**src/rtl/mem_arbiter.sv**
```systemverilog
// Two-port round-robin block arbiter in front of one memory; grant in IDLE, command from the next cycle, one DONE cycle after memory done.
// Losing port sees busywait until served; memory command is held until done or watchdog expiry.
module mem_arbiter #(
    parameter int BLOCK_SIZE   = 2,
    parameter int LINE_SIZE    = 32,
    parameter int ADDRESS_SIZE = 32,
    parameter int TIMEOUT      = 255,
    localparam int AW = ADDRESS_SIZE - BLOCK_SIZE - 2,
    localparam int DW = (2 ** BLOCK_SIZE) * LINE_SIZE
) (
    input  logic          clk_i,
    input  logic          reset_i,

    input  logic          p0_read_i,
    input  logic          p0_wr_i,
    input  logic [AW-1:0] p0_addr_i,
    input  logic [DW-1:0] p0_wr_data_i,
    output logic          p0_busywait_o,
    output logic [DW-1:0] p0_read_data_o,
    output logic          p0_read_done_o,
    output logic          p0_write_done_o,

    input  logic          p1_read_i,
    input  logic          p1_wr_i,
    input  logic [AW-1:0] p1_addr_i,
    input  logic [DW-1:0] p1_wr_data_i,
    output logic          p1_busywait_o,
    output logic [DW-1:0] p1_read_data_o,
    output logic          p1_read_done_o,
    output logic          p1_write_done_o,

    output logic          m_read_o,
    output logic          m_wr_o,
    output logic [AW-1:0] m_addr_o,
    output logic [DW-1:0] m_wr_data_o,
    input  logic          m_busywait_i,
    input  logic [DW-1:0] m_read_data_i,
    input  logic          m_read_done_i,
    input  logic          m_write_done_i,

    output logic          timeout_err_o
);

    typedef enum logic [1:0] {
        S_IDLE,
        S_ISSUE,
        S_WAIT,
        S_DONE
    } state_t;

    localparam logic [7:0] TO_LAST = 8'(TIMEOUT - 1);

    state_t        r_state;
    state_t        w_next;

    logic          r_owner;
    logic          r_last;
    logic          r_op;
    logic [AW-1:0] r_addr;
    logic [DW-1:0] r_wdata;
    logic [7:0]    r_wdog;
    logic          r_to;
    logic          r_err;
    logic [DW-1:0] r_rdata0;
    logic [DW-1:0] r_rdata1;

    logic          w_req0;
    logic          w_req1;
    logic          w_grant;
    logic          w_gnt_port;
    logic          w_done_ok;
    logic          w_tmo;
    logic          w_cmd;
    logic          w_done_st;
    logic          w_unused;

    // Memory busy is advisory only; sequencing relies on done pulses and the watchdog.
    assign w_unused   = m_busywait_i;

    assign w_req0     = p0_read_i | p0_wr_i;
    assign w_req1     = p1_read_i | p1_wr_i;
    assign w_gnt_port = (w_req0 & w_req1) ? ~r_last : w_req1;
    assign w_grant    = (r_state == S_IDLE) & (w_req0 | w_req1);
    assign w_done_ok  = r_op ? m_write_done_i : m_read_done_i;
    assign w_tmo      = (r_state == S_WAIT) & ~w_done_ok & (r_wdog == TO_LAST);

    always_ff @(posedge clk_i or negedge reset_i) begin
        if (!reset_i) begin
            r_state <= S_IDLE;
        end else begin
            r_state <= w_next;
        end
    end

    always_comb begin
        w_next = r_state;
        case (r_state)
            S_IDLE:  if (w_req0 | w_req1) w_next = S_ISSUE;
            S_ISSUE: w_next = S_WAIT;
            S_WAIT:  if (w_done_ok | (r_wdog == TO_LAST)) w_next = S_DONE;
            S_DONE:  w_next = S_IDLE;
            default: w_next = S_IDLE;
        endcase
    end

    always_ff @(posedge clk_i or negedge reset_i) begin
        if (!reset_i) begin
            r_owner  <= 1'b0;
            r_last   <= 1'b1;
            r_op     <= 1'b0;
            r_addr   <= '0;
            r_wdata  <= '0;
            r_wdog   <= 8'd0;
            r_to     <= 1'b0;
            r_err    <= 1'b0;
            r_rdata0 <= '0;
            r_rdata1 <= '0;
        end else begin
            if (w_grant) begin
                r_owner <= w_gnt_port;
                r_last  <= w_gnt_port;
                // Write wins when a port raises read and write together.
                r_op    <= w_gnt_port ? p1_wr_i : p0_wr_i;
                r_addr  <= w_gnt_port ? p1_addr_i : p0_addr_i;
                r_wdata <= w_gnt_port ? p1_wr_data_i : p0_wr_data_i;
                r_wdog  <= 8'd0;
                r_to    <= 1'b0;
            end
            if (r_state == S_WAIT) begin
                r_wdog <= r_wdog + 8'd1;
                if (w_done_ok && !r_op) begin
                    if (r_owner) begin
                        r_rdata1 <= m_read_data_i;
                    end else begin
                        r_rdata0 <= m_read_data_i;
                    end
                end
                if (w_tmo) begin
                    r_to  <= 1'b1;
                    r_err <= 1'b1;
                end
            end
        end
    end

    // Command is decoded from state so reset removes it without waiting for a clock.
    assign w_cmd     = (r_state == S_ISSUE) | (r_state == S_WAIT);
    assign w_done_st = (r_state == S_DONE);

    assign m_read_o       = w_cmd & ~r_op;
    assign m_wr_o         = w_cmd & r_op;
    assign m_addr_o       = r_addr;
    assign m_wr_data_o    = r_wdata;

    assign p0_read_data_o  = r_rdata0;
    assign p1_read_data_o  = r_rdata1;
    assign p0_read_done_o  = w_done_st & ~r_owner & ~r_op & ~r_to;
    assign p0_write_done_o = w_done_st & ~r_owner & r_op & ~r_to;
    assign p1_read_done_o  = w_done_st & r_owner & ~r_op & ~r_to;
    assign p1_write_done_o = w_done_st & r_owner & r_op & ~r_to;

    assign p0_busywait_o   = w_req0 & ~(w_done_st & ~r_owner);
    assign p1_busywait_o   = w_req1 & ~(w_done_st & r_owner);

    assign timeout_err_o   = r_err;

endmodule

```
**config.mk**
```make
export PLATFORM = sky130hd
export DESIGN_NAME = mem_arbiter
export DESIGN_NICKNAME = d
export VERILOG_FILES = /design/src/rtl/mem_arbiter.sv
export SDC_FILE = /design/constraint.sdc
export NUM_CORES = 1
export LEC_CHECK = 0
export ABC_AREA = 0
export CAP_MARGIN = 20
export CORE_AREA = 2 2 343 345
export CTS_CLUSTER_SIZE = 25
export DETAILED_ROUTE_END_ITERATION = 8
export DIE_AREA = 0 0 345 347
export HOLD_SLACK_MARGIN = 0.08
export PLACE_DENSITY_LB_ADDON = 0.25
export SLEW_MARGIN = 20
export SYNTH_ARGS = -nofsm -noshare
export SYNTH_HDL_FRONTEND = slang
export SYNTH_SLANG_ARGS = --single-unit
```
**constraint.sdc**
```tcl
create_clock -name clk_i -period 3.88 [get_ports clk_i]
set_input_delay 0.776 -clock clk_i [delete_from_list [all_inputs] [get_ports clk_i]]
set_output_delay 0.776 -clock clk_i [all_outputs]
set_load 0.01 [all_outputs]
```
==> results.txt <==
CP Data Arrival Time - 2200 ps
Setup WS post-layout - 902.9 ps
clock slew at reported path FFs - 50 ps
I/O pins - 870
Syn Inst Count - 1700
ranking of synthesized cells by area - dfrtp_1 56%, mux2_2 15%, o21ai_0 8.3%
Syn. warnings - 0
Clock Path Buffers - 3
ys flop type - dfrtp_1
Clock Power Share - 0.212
DRC viols - 0
Crit path largest cell delay - 620 ps
EDFF count, synth - 0
Psw - 0.008477 W
# port buffers - 868
Final Critical Period - 2977 ps
Worst path slowest cell - clkdlybuf4s50_1
hold_buf cts - 0
sw frac - 0.3460
Worst path top cell family by delay - buffers and inverters
outcome - complete, no violations
dpl cells - 3986
Reg2Reg Setup Slack - 1420 ps
Yosys cell types - 49
GRT overflow - 0
worst path required time - 3100 ps
setup_tns - 0 ps
Initial Util - 0.1640
critical path class - reg2out
post-DP HPWL - 62390 um
synthesized area per cell - 11.17 um2
Clock Skews - 20.31 ps
Peak VDD IR - 0.6217 mV
post-route insts no fill - 4084
die area - 119700 um2
number of global-route vias before repair - 17040
GR peak layer - met2
crit path launch type - register
core footprint - 115700 um2
GR met1 Demand/Resource - 0.1521
H-tree depth - 2
post-synthesis sequential area ratio - 0.5629
largest net degree at the start of global routing - 167
period utilisation layout - 0.7673
Worst Reg-to-Reg Cells - 6
Final Util - 0.2697
CTS resizes - 0
P per Cell Area - 784.9 nW/um2
share of the synthesized area in the top cell type - 0.5616
ratio of cells with drive above 1 in the final layout - 0.1561
unrepaired setup endpoints after global routing - no
CP Capture Type - primary output
CTS root buf - clkbuf_16
FMAX - 0.3359 GHz
gr usage total - 0.1355
Hold Vio Cnt, Final - 0
Rel. slew slack - 0.3504
GR Layer Usage met3 - 0.04870
#FFs+latches synth - 427
clk sinks - 427
Comb power frac - 0.470
setup bufs post-CTS - 0
Wirelength per Cell - 20.76 um
die width - 345 um
Fin Hold WS - 131.8 ps
static leakage - 12.19 nW
area leader, netlist - dfrtp_1
initial antenna violation count - 20
CP Depth - 3
later-pin clock latency in the skew report - 640 ps
worst hold path type - in2async
TritonRoute pass-1 iters - 5
Int Power - 0.01602 W
Mapped Area - 18980 um2
worst-path fanout max - 6
first-pass GRT wire length - 121900 um
Via density - 4.037
Slew Limit Fails - 0
Post-DRT Antenna Nets - 0
Die Ht - 347 um
CTS Buf Count - 54
GPL Wtd Cong - 0.7766
worst slack at placement - 884.7 ps
DR vias - 16490
Worst Path Buf+Inv - 1
Setup Viol. Count Final - 0
sequential cell area - 10690 um2
row count - 125
Synthesized Nets - 2154
Routed WL - 84800 um
MaxCap Viol Count - 0
Fillers - 12280
CTS tree - built
Iter 0 DRT Violations - 641
fin nets - 2972
multi-input logic area - 7537 um2
critical path cell sequence - ha_1, nor4b_1, clkdlybuf4s50_1
Post-synth ARST share - 1.000
worst slew pin tran - 974.4 ps
P&R area growth vs syn - 64.43%
grt met2 use - 0.2446
Seq pwr share - 0.319
[per-layer routing]
layer | vias to the layer above | share of wire | wire (um)
li1 | 7645 | - | -
met1 | 8134 | 0.39 | 33300
met2 | 603 | 0.51 | 43220
met3 | 102 | 0.080 | 6781
met4 | 2 | 0.018 | 1485
met5 | - | 0.00015 | 13
[final timing paths]
check	to	startpoint
worst max register to register	p1_read_data_o[79]	r_state[0]
worst max-delay path	p1_read_done_o	r_state[0]
worst min-delay path	m_wr_data_o[99]	reset_i
worst min register to register	timeout_err_o	timeout_err_o
max in group asynchronous	p0_read_data_o[108]	reset_i
min in group clk_i	r_op	p1_wr_i
[state kept, by name (all words and copies together), names as in the netlist]
signal and flops:
m_wr_data_o 128, p0_read_data_o 128, p1_read_data_o 128, m_addr_o 28, r_wdog 8, r_state 2
r_last 1, r_op 1, r_owner 1, r_to 1, timeout_err_o 1
[area by class of cell]
cell class / instances / share of cell area
clock inverter: 14 / 0.007175
antenna: 4 / 0.0003207
sequential: 427 / 0.3424
inverter: 8 / 0.0009620
tap: 1524 / 0.06109
multi-input combinational: 1111 / 0.2415
clock buffer: 80 / 0.05127
timing repair buffer: 916 / 0.2953
[synthesized netlist by cell type (2+ instances only)]
cell,number
a21oi_1,160
buf_2,50
buf_4,2
buf_6,14
clkbuf_1,87
dfrtp_1,426
ha_1,5
inv_1,6
mux2_2,258
nand2_1,10
nand3_1,8
nand4b_1,2
nor2_1,157
nor3_1,2
nor4b_1,2
o211ai_1,2
o21a_1,157
o21ai_0,316
o22ai_1,3
or3_1,2
or4_1,2
xor2_1,2
[logic make-up (layout without fill, tap and decap cells)]
logic type	Yosys count	count (layout)	share of synthesized area
other	0	4	0
AND/OR/NAND/NOR	195	195	0.04278
XOR/XNOR	2	2	0.0009229
flip-flops	427	427	0.5629
multiplexers	258	258	0.1530
adder cells (fa/ha/maj)	5	5	0.003296
buffers and inverters	162	1018	0.04126
AO/OA/AOI/OAI	651	651	0.1958
[cells in the final DEF (no fill, tap or decap), types with 2 or more instances in the layout]
| master | synthesis | final |
|---|---|---|
| clkinv_2 | 0 | 7 |
| clkdlybuf4s50_1 | 0 | 865 |
| nand4b_1 | 2 | 2 |
| clkbuf_16 | 0 | 55 |
| nand2_1 | 10 | 10 |
| or4_1 | 2 | 2 |
| o211ai_1 | 2 | 2 |
| clkbuf_1 | 87 | 12 |
| o21a_1 | 157 | 156 |
| clkinv_16 | 0 | 2 |
| nor2_1 | 157 | 157 |
| xor2_1 | 2 | 2 |
| nor4b_1 | 2 | 2 |
| ha_1 | 5 | 5 |
| bufinv_16 | 0 | 4 |
| nand3_1 | 8 | 8 |
| dfrtp_1 | 426 | 426 |
| a21oi_1 | 160 | 160 |
| o22ai_1 | 3 | 3 |
| buf_4 | 2 | 35 |
| o21ai_0 | 316 | 316 |
| diode_2 | 0 | 4 |
| buf_12 | 0 | 13 |
| clkbuf_8 | 0 | 13 |
| inv_1 | 6 | 6 |
| buf_6 | 14 | 2 |
| mux2_2 | 258 | 258 |
[power groups by stage]
stage	registers (W)	clock network (W)	logic, W
4_1_cts	0.00783	0.00539	0.0117
3_3_place_gp	0.00780	0	0.0117
6_report	0.00781	0.00519	0.0115
3_5_place_dp	0.00787	0	0.0117
2_1_floorplan	0.00876	0	0.00406
5_1_grt	0.00809	0.00557	0.0123
[per-stage QoR]
step | total power, W | area (um2)
2_1_floorplan | 0.01283 | 18980
3_3_place_gp | 0.01954 | 29380
3_5_place_dp | 0.01959 | 29380
4_1_cts | 0.02497 | 31200
5_1_grt | 0.02601 | 31210
6_report | 0.02450 | 31210
(Power assumes the default switching activity.)
